File: src/rtl/sram_bist_if.sv
// Handshake and SRAM port bundle between the BIST engine and its surroundings.
interface sram_bist_if;
  localparam int unsigned AW = 4;
  localparam int unsigned DW = 4;
  localparam int unsigned CW = 4;

  logic          start;
  logic          busy;
  logic          done;
  logic          pass;
  logic [CW-1:0] err_count;
  logic [AW-1:0] fail_addr;
  logic [DW-1:0] fail_data;
  logic          mem_we;
  logic [AW-1:0] mem_addr;
  logic [DW-1:0] mem_wdata;
  logic [DW-1:0] mem_rdata;

  // BIST engine side
  modport master (
    input  start, mem_rdata,
    output busy, done, pass, err_count, fail_addr, fail_data,
           mem_we, mem_addr, mem_wdata
  );

  // Controller / SRAM side
  modport slave (
    output start, mem_rdata,
    input  busy, done, pass, err_count, fail_addr, fail_data,
           mem_we, mem_addr, mem_wdata
  );
endinterface

File: src/rtl/sram_bist.sv
// Two-background SRAM BIST: ascending write/read-check of PAT, then
// descending write/read-check of ~PAT, with saturating error count and
// first-failure capture.
module sram_bist #(
  parameter int unsigned DEPTH = 10,
  parameter logic [3:0]  PAT   = 4'hA
) (
  input  logic         clk,
  input  logic         rst_n,
  sram_bist_if.master  bif
);

  localparam int unsigned AW = 4;
  localparam int unsigned CW = 4;
  localparam logic [AW-1:0] LAST_ADDR = AW'(DEPTH - 1);
  localparam logic [CW-1:0] ERR_MAX   = '1;
  localparam logic [3:0]    PAT_N     = ~PAT;

  typedef enum logic [2:0] {
    IDLE, WR_A, RDI_A, RDC_A, WR_B, RDI_B, RDC_B, DONE
  } state_t;

  state_t        state;
  logic [AW-1:0] addr;
  logic          mismatch_c;
  logic [CW-1:0] err_next_c;

  // Read-data check in the compare states and the saturated next error count
  always_comb begin
    mismatch_c = 1'b0;
    err_next_c = bif.err_count;
    if (state == RDC_A) begin
      mismatch_c = (bif.mem_rdata != PAT);
    end else if (state == RDC_B) begin
      mismatch_c = (bif.mem_rdata != PAT_N);
    end
    if (mismatch_c && (bif.err_count != ERR_MAX)) begin
      err_next_c = bif.err_count + CW'(1);
    end
  end

  // Sequencer with all outputs registered on the transition into each state
  always_ff @(posedge clk) begin
    if (!rst_n) begin
      state         <= IDLE;
      addr          <= '0;
      bif.busy      <= 1'b0;
      bif.done      <= 1'b0;
      bif.pass      <= 1'b0;
      bif.err_count <= '0;
      bif.fail_addr <= '0;
      bif.fail_data <= '0;
      bif.mem_we    <= 1'b0;
      bif.mem_addr  <= '0;
      bif.mem_wdata <= '0;
    end else begin
      bif.done <= 1'b0;

      if (mismatch_c) begin
        bif.err_count <= err_next_c;
        if (bif.err_count == '0) begin
          bif.fail_addr <= addr;
          bif.fail_data <= bif.mem_rdata;
        end
      end

      case (state)
        IDLE: begin
          if (bif.start) begin
            state         <= WR_A;
            addr          <= '0;
            bif.err_count <= '0;
            bif.fail_addr <= '0;
            bif.fail_data <= '0;
            bif.pass      <= 1'b0;
            bif.busy      <= 1'b1;
            bif.mem_we    <= 1'b1;
            bif.mem_addr  <= '0;
            bif.mem_wdata <= PAT;
          end
        end

        WR_A: begin
          if (addr == LAST_ADDR) begin
            state        <= RDI_A;
            addr         <= '0;
            bif.mem_we   <= 1'b0;
            bif.mem_addr <= '0;
          end else begin
            addr         <= addr + AW'(1);
            bif.mem_addr <= addr + AW'(1);
          end
        end

        RDI_A: state <= RDC_A;

        RDC_A: begin
          if (addr == LAST_ADDR) begin
            state         <= WR_B;
            addr          <= LAST_ADDR;
            bif.mem_we    <= 1'b1;
            bif.mem_addr  <= LAST_ADDR;
            bif.mem_wdata <= PAT_N;
          end else begin
            state        <= RDI_A;
            addr         <= addr + AW'(1);
            bif.mem_addr <= addr + AW'(1);
          end
        end

        WR_B: begin
          if (addr == '0) begin
            state        <= RDI_B;
            addr         <= LAST_ADDR;
            bif.mem_we   <= 1'b0;
            bif.mem_addr <= LAST_ADDR;
          end else begin
            addr         <= addr - AW'(1);
            bif.mem_addr <= addr - AW'(1);
          end
        end

        RDI_B: state <= RDC_B;

        RDC_B: begin
          if (addr == '0) begin
            state        <= DONE;
            bif.busy     <= 1'b0;
            bif.done     <= 1'b1;
            bif.pass     <= (err_next_c == '0);
            bif.mem_addr <= '0;
          end else begin
            state        <= RDI_B;
            addr         <= addr - AW'(1);
            bif.mem_addr <= addr - AW'(1);
          end
        end

        DONE: state <= IDLE;

        default: state <= IDLE;
      endcase
    end
  end

endmodule

File: src/flat_wrapper.sv
// flat-port wrapper written by rule: the top's interface ports become plain ports
module sram_bist_flat 
#(
  parameter int unsigned DEPTH = 10,
  parameter logic [3:0]  PAT   = 4'hA
)
  (clk, rst_n, bif_start, bif_mem_rdata, bif_busy, bif_done, bif_pass, bif_err_count, bif_fail_addr, bif_fail_data, bif_mem_we, bif_mem_addr, bif_mem_wdata);
  sram_bist_if bif_i ();
  input  logic clk;
  input  logic rst_n;
  input wire logic [$bits(bif_i.start)-1:0] bif_start;
  input wire logic [$bits(bif_i.mem_rdata)-1:0] bif_mem_rdata;
  output wire logic [$bits(bif_i.busy)-1:0] bif_busy;
  output wire logic [$bits(bif_i.done)-1:0] bif_done;
  output wire logic [$bits(bif_i.pass)-1:0] bif_pass;
  output wire logic [$bits(bif_i.err_count)-1:0] bif_err_count;
  output wire logic [$bits(bif_i.fail_addr)-1:0] bif_fail_addr;
  output wire logic [$bits(bif_i.fail_data)-1:0] bif_fail_data;
  output wire logic [$bits(bif_i.mem_we)-1:0] bif_mem_we;
  output wire logic [$bits(bif_i.mem_addr)-1:0] bif_mem_addr;
  output wire logic [$bits(bif_i.mem_wdata)-1:0] bif_mem_wdata;
  assign bif_i.start = bif_start;
  assign bif_i.mem_rdata = bif_mem_rdata;
  assign bif_busy = bif_i.busy;
  assign bif_done = bif_i.done;
  assign bif_pass = bif_i.pass;
  assign bif_err_count = bif_i.err_count;
  assign bif_fail_addr = bif_i.fail_addr;
  assign bif_fail_data = bif_i.fail_data;
  assign bif_mem_we = bif_i.mem_we;
  assign bif_mem_addr = bif_i.mem_addr;
  assign bif_mem_wdata = bif_i.mem_wdata;
  sram_bist #(.DEPTH(DEPTH), .PAT(PAT)) u_core (.clk(clk), .rst_n(rst_n), .bif(bif_i));
endmodule
File: config.mk
export PLATFORM = sky130hd
export DESIGN_NAME = sram_bist_flat
export DESIGN_NICKNAME = d
export VERILOG_FILES = /design/src/rtl/sram_bist_if.sv /design/src/rtl/sram_bist.sv /design/src/flat_wrapper.sv
export SDC_FILE = /design/constraint.sdc
export NUM_CORES = 1
export LEC_CHECK = 0
export CAP_MARGIN = 0
export CORE_ASPECT_RATIO = 0.5
export CORE_MARGIN = 2
export CORE_UTILIZATION = 34
export CTS_CLUSTER_DIAMETER = 120
export CTS_CLUSTER_SIZE = 12
export DETAILED_ROUTE_END_ITERATION = 8
export PLACE_DENSITY = 0.63
export SYNTH_ARGS = -nofsm -noshare
export SYNTH_HDL_FRONTEND = slang
export SYNTH_SLANG_ARGS = --single-unit
export TNS_END_PERCENT = 100
File: constraint.sdc
create_clock -name clk -period 2.4 [get_ports clk]
set_input_delay 0.6 -clock clk [delete_from_list [all_inputs] [get_ports clk]]
set_output_delay 0.6 -clock clk [all_outputs]
set_load 0.01 [all_outputs]
# Word level (Yosys, flattened, before mapping)
# Cells that the tools add are included.
# classes
addsub	3
eq_ne	17
n_mux	41
reduce_logical	16
# op_table
op	n
$mux 4	20
$pmux 4 s5	2
$pmux 3 s8	1
$eq 3x3->1 const B	4
$logic_not 4->1	3
$mux 3	4
$reduce_and 3->1	4
$mux 1	9
$add 4x1->4 const B	2
$ne 2x2->1 const B	4
$ne 4x4->1 const B	2
$pmux 4 s2	1
$eq 3x2->1 const B	2
$reduce_and 5->1	1
$reduce_bool 5->1	1
$eq 4x4->1 const B	1
$ne 2x1->1 const B	2
$ne 4x3->1 const B	1
$pmux 1 s2	2
$pmux 1 s4	1
$reduce_and 2->1	2
$reduce_bool 2->1	2
$reduce_bool 4->1	1
$sub 4x1->4 const B	1
4 further kinds	4
# word_totals
regBits	31
input_bits	7
out_inout_bits	24

# Logic depth before layout (Yosys ltp)
# depth
word_depth	8
mapped_depth	7
depth_no_buf	7

# Worst setup path after synthesis
# OpenSTA, ideal clock, no wires.
# synth_path
kind	input-to-reg
start	input port bif_mem_rdata[2]
end	register u_core.bif.fail_addr[0]
setup_time_ps	117
t_arrival_ps	1649
slack_ps	634
cell_stages	6
n_path_buf	1
cell_sequence	and4bb_1 -> o22ai_4 -> and4bb_1 -> buf_6 -> mux2i_1 -> nor2_1
# synth_via
elab_chain_len	6
elab_cells_between_ends	7
cone_classes	2 x eq/ne; 5 x mux
# synth_rtl
element	line	source
start: declaration	flat_wrapper.sv:12	input wire logic [$bits(bif_i.mem_rdata)-1:0] bif_mem_rdata;
$ne 4x3->1	sram_bist.sv:35	mismatch_c = (bif.mem_rdata != PAT_N);
$mux 1	sram_bist.sv:34	end else if (state == RDC_B) begin
$mux 1 *	sram_bist.sv:32	if (state == RDC_A) begin
$mux 4 *	sram_bist.sv:59	if (mismatch_c) begin
$mux 4	sram_bist.sv:69	if (bif.start) begin
$mux 4 *	sram_bist.sv:67	case (state)
end signal: assignment	sram_bist.sv:62	bif.fail_addr <= addr;
end: declaration	sram_bist_if.sv:22	output busy, done, pass, err_count, fail_addr, fail_data,
# Mark *: on every way between the ends. The rest lies on a longest branch, timed or not.
# A chain may end at the register's enable or synchronous reset.

# Worst setup path after layout
# layout_path
start	input port bif_mem_rdata[2]
end	register u_core.bif.fail_addr[3]
# The elaborated chain is that of the path after synthesis.

==> impl_summary.txt <==
----------------------------------------------------
[Power and ir drop]
  Switching share of power ... 23.8%
  Relative contribution of the clock network to total power ... 39.5%
  Power share of the sequential group ... 49.5%
  Combinational cell fraction of total power ... 11.0%
  Maximum vdd ir drop ... 0.234 mV
  Cell Int Power ... 0.776 mW
  Power density cells ... 527 nW/um^2
  Leakage power ... about 0.69 nW
  Total power consumption of the routed design ... 1.02 mW
  Switching power total ... 0.243 mW

[Place]
  Placed Area ... 1850 sq um
  Gpl congestion ... 0.847
  Detail Placement HPWL ... 2310 um
  Number of buffer cells added on primary ports ... 30
  Number of instances in the placed design ... 255
  Placement Setup Slack ... between 0.08 and 0.09 ns

[Worst setup path]
  Critical-path cell list ... clkdlybuf4s50_1 > and4bb_1 > o22ai_4 > and4bb_1 > buf_4 > mux2i_1 > nor2_1
  Slowest cell on the critical path ... sky130_fd_sc_hd__clkdlybuf4s50_1
  Arrival time of the worst setup path ... 2.18 ns
  Largest stage delay on the critical path ... 0.49 ns
  Required time at the worst-slack endpoint ... 2.57 ns
  Largest fanout on the critical path ... 8
  Most used cell along the critical path ... sky130_fd_sc_hd__and4bb_1
  Reg2Reg Depth ... 7
  Critical Setup Path Class ... input pin to flop
  Kind of cell with the highest combined delay on the critical path ... buffers and inverters
  Kind of start point of the critical path ... input pin
  CP Buf/Inv Count ... 2
  Cell count along the critical path ... 7
  Capturing element type of the critical path ... flop

[Detailed routing]
  Detailed-route via count ... 1297
  Per-cell routed wire length ... 12.4 um
  Routed wire length ... 3250 um
  DRT Pass-1 Iters ... 4
  Post-route antenna net violation count ... 0
  Via/cell ratio ... about 5.0
  DRT iter0 DRCs ... 34
  # DRC ... 0

[Clocking]
  Total clock sinks ... 29
  Post_cts resized ... 0
  Number of levels in the clock H-tree ... 2
  Clock latency on the worst-skew pair ... 0.27 ns
  CTS tree ... yes
  Clock Tree Root ... sky130_fd_sc_hd__clkbuf_8
  Number of setup buffers added after CTS ... 0
  Number of buffers inserted for hold repair after clock tree synthesis ... 0
  Number of CTS-inserted buffers ... 5
  Bufs on Longest Clock Path ... 2
  Clock transition at the registers of the reported paths ... about 0.060 ns

[Finish]
  Commonest non-fill, non-tap cells in the layout ... 30 x sky130_fd_sc_hd__clkdlybuf4s50_1, 29 x sky130_fd_sc_hd__dfxtp_1, 20 x sky130_fd_sc_hd__nand2_1, 20 x sky130_fd_sc_hd__a21oi_1, 20 x sky130_fd_sc_hd__nor2_1
  Most frequent standard cell in the layout excluding fill and tap cells ... sky130_fd_sc_hd__clkdlybuf4s50_1
  P&R area growth vs syn ... 29.7%
  Final instance count without filler cells ... ~260
  Design area ... between 1500 and 2000 sq um
  Number of antenna diodes ... 0
  Fraction of layout cells with a size suffix above 1 ... 8.17%
  Net count of the finished layout ... 220

[Run status]
  Result of the run ... complete, no violations

[Job]
  MaxCap Viol Count ... 0

[Synthesis]
  Post-synthesis sequential area ratio ... just under 40%
  Count of distinct cell types in the synthesized netlist ... 39
  Synthesized net count ... 186
  Count of synthesis-stage warnings from yosys ... 0
  Netlist area before placement ... 1490 sq um
  Number of cells produced by synthesis ... 174
  Flip-flop and latch count after synthesis ... 29
  Avg Inst Size Synth ... ~8.6 sq um

[Floorplan]
  Die Span X ... about 98 um
  Initial core utilization ... 36.9%
  Full die area ... 4960 sq um
  Top-level port count ... 31
  CORE AREA ... between 4000 and 5000 sq um
  Die Span Y ... 50.8 um
  Total number of placement rows ... 16

[Global routing]
  Layer with the highest usage after global routing ... met2
  Global-route wire length before repair ... 5580 um
  Initial antenna violation count ... 0
  Number of global-route vias before repair ... between 1000 and 1500
  GRT met1 Usage ... between 10% and 20%
  Met3 capacity usage during global routing ... 4.92%
  Met2 routing resource usage after global routing ... about a fifth
  Remaining global-route overflow ... 0
  Overall routing resource usage ... ~14%
  Maximum number of pins on one net before global-route repair ... 16

[Timing]
  Final period util ... a little over four fifths
  Final setup viols ... 0
  Final hold viol count ... 0
  Largest clock skew in the final design ... 0.00275 ns
  Worst-case setup margin in the final layout ... 0.387 ns
  Slew at the pin closest to its max-slew limit ... 0.514 ns
  Min Tclk post-route ... 2.01 ns
  Max Transition Viols Final ... 0
  Maximum operating frequency ... between 0.4 and 0.5 GHz
  Unrepaired setup endpoints after global routing ... false
  Setup Total Neg Slack ... 0 ns
  Worst max-slew margin expressed relative to the limit ... between 60% and 70%

[Min path]
  Depth of the worst hold-timing path ... 2
  Min-delay worst type ... flop to flop

----------------------------------------------------
-- metrics by stage --
step,util [%],hold slack (ns)
2_1_floorplan,-,0.481
3_3_place_gp,45.7,0.444
3_5_place_dp,45.7,0.449
4_1_cts,47.8,0.458
5_1_grt,47.8,0.493
6_report,47.8,0.453
-- power groups by stage --
stage / logic (mW) / clock network (mW) / registers (mW)
floorplan: 0.0628 / 0 / 0.515
global placement: 0.111 / 0 / 0.514
detailed placement: 0.112 / 0 / 0.514
CTS: 0.113 / 0.418 / 0.504
global route: 0.123 / 0.446 / 0.506
finish: 0.112 / 0.402 / 0.504
-- final cells by class --
class                      instances  area (sq um)
fill                             410          2110
multi-input combinational        128           821
sequential                        29           581
timing repair buffer              37           353
clock buffer                       7          86.3
tap                               54          67.6
inverter                           7          26.3
-- worst register-to-register path, delay by kind of cell, from the launching register on --
kind,cells,cell delay (ns)
simple gates,2,0.42
flops,1,0.39
mux,2,0.39
compound gates,1,0.28
fa+ha+maj,1,0.23
buf+inv,1,0.11
-- sequential cells by signal, summed over array words and instances (netlist names) --
register	cells
u_core.addr	4
u_core.bif.err_count	4
u_core.bif.fail_addr	4
u_core.bif.fail_data	4
u_core.bif.mem_addr	4
u_core.state	3
u_core.bif.mem_wdata	2
u_core.bif.busy	1
u_core.bif.done	1
u_core.bif.mem_we	1
u_core.bif.pass	1
-- cells by family (layout without fill, tap and decap cells) --
logic type / Yosys count / count (layout) / share of synthesized area [%]
buffers and inverters: 17 / 51 / 6.04
AO/OA/AOI/OAI: 39 / 39 / 17.0
flip-flops: 29 / 29 / 38.9
adder cells (fa/ha/maj): 5 / 5 / 4.19
AND/OR/NAND/NOR: 70 / 70 / 24.7
XOR/XNOR: 3 / 3 / 1.76
multiplexers: 11 / 11 / 7.38
-- cells in the mapped netlist --
master                      n  area (sq um)
sky130_fd_sc_hd__nand3b_1   3          22.5
sky130_fd_sc_hd__ha_1       5          62.6
sky130_fd_sc_hd__and3b_1    1          8.76
sky130_fd_sc_hd__o31ai_1    3          22.5
sky130_fd_sc_hd__a31oi_1    1          6.26
sky130_fd_sc_hd__nor3b_4    1          18.8
sky130_fd_sc_hd__nand2_1   20          75.1
sky130_fd_sc_hd__a221o_1    1          10.0
sky130_fd_sc_hd__buf_6      1          11.3
sky130_fd_sc_hd__a41o_1     1          10.0
sky130_fd_sc_hd__clkbuf_1   2          7.51
sky130_fd_sc_hd__o21ai_0    4          20.0
sky130_fd_sc_hd__xnor2_1    2          17.5
sky130_fd_sc_hd__nor3b_1    1          7.51
sky130_fd_sc_hd__a22oi_1    2          15.0
sky130_fd_sc_hd__nor2b_1    3          18.8
sky130_fd_sc_hd__buf_4      4          30.0
sky130_fd_sc_hd__nand4_1    2          12.5
sky130_fd_sc_hd__nor3_1     4          20.0
sky130_fd_sc_hd__inv_1      7          26.3
sky130_fd_sc_hd__o211ai_1   1          7.51
sky130_fd_sc_hd__nor2_1    20          75.1
sky130_fd_sc_hd__xor2_1     1          8.76
sky130_fd_sc_hd__o311ai_0   1          8.76
sky130_fd_sc_hd__or2_1      1          6.26
sky130_fd_sc_hd__and4bb_1   2          25.0
sky130_fd_sc_hd__and4b_1    1          10.0
sky130_fd_sc_hd__and4bb_2   1          12.5
sky130_fd_sc_hd__buf_2      3          15.0
sky130_fd_sc_hd__nand3_1    6          30.0
sky130_fd_sc_hd__o22a_1     1          8.76
sky130_fd_sc_hd__o22ai_4    1          20.0
sky130_fd_sc_hd__nand2b_1   4          25.0
sky130_fd_sc_hd__dfxtp_1   29           581
sky130_fd_sc_hd__a21oi_1   20           100
sky130_fd_sc_hd__o21ai_1    1          5.00
sky130_fd_sc_hd__o31ai_2    1          12.5
sky130_fd_sc_hd__mux2i_1   11           110
sky130_fd_sc_hd__o21a_1     1          7.51
-- path summary, 6_finish.rpt --
check                                             end  slack (ns)                                start
setup / recovery   u_core.bif.fail_addr[3]$_SDFF_PN0_        0.39                     bif_mem_rdata[2]
hold / removal    u_core.bif.mem_addr[3]$_SDFFE_PN0P_        0.45  u_core.bif.mem_addr[3]$_SDFFE_PN0P_
setup reg to reg       u_core.bif.mem_we$_SDFFE_PN0P_        0.48          u_core.addr[1]$_SDFFE_PN0P_
hold reg to reg   u_core.bif.mem_addr[3]$_SDFFE_PN0P_        0.45  u_core.bif.mem_addr[3]$_SDFFE_PN0P_
-- routing by layer --
metal  up-vias  part of all wire [%]
met3         2                   4.1
met5         -                     0
li1        679                     -
met2        30                    42
met1       586                    53
met4         0                  0.71
No activity file was read; power rests on OpenSTA's default activity.
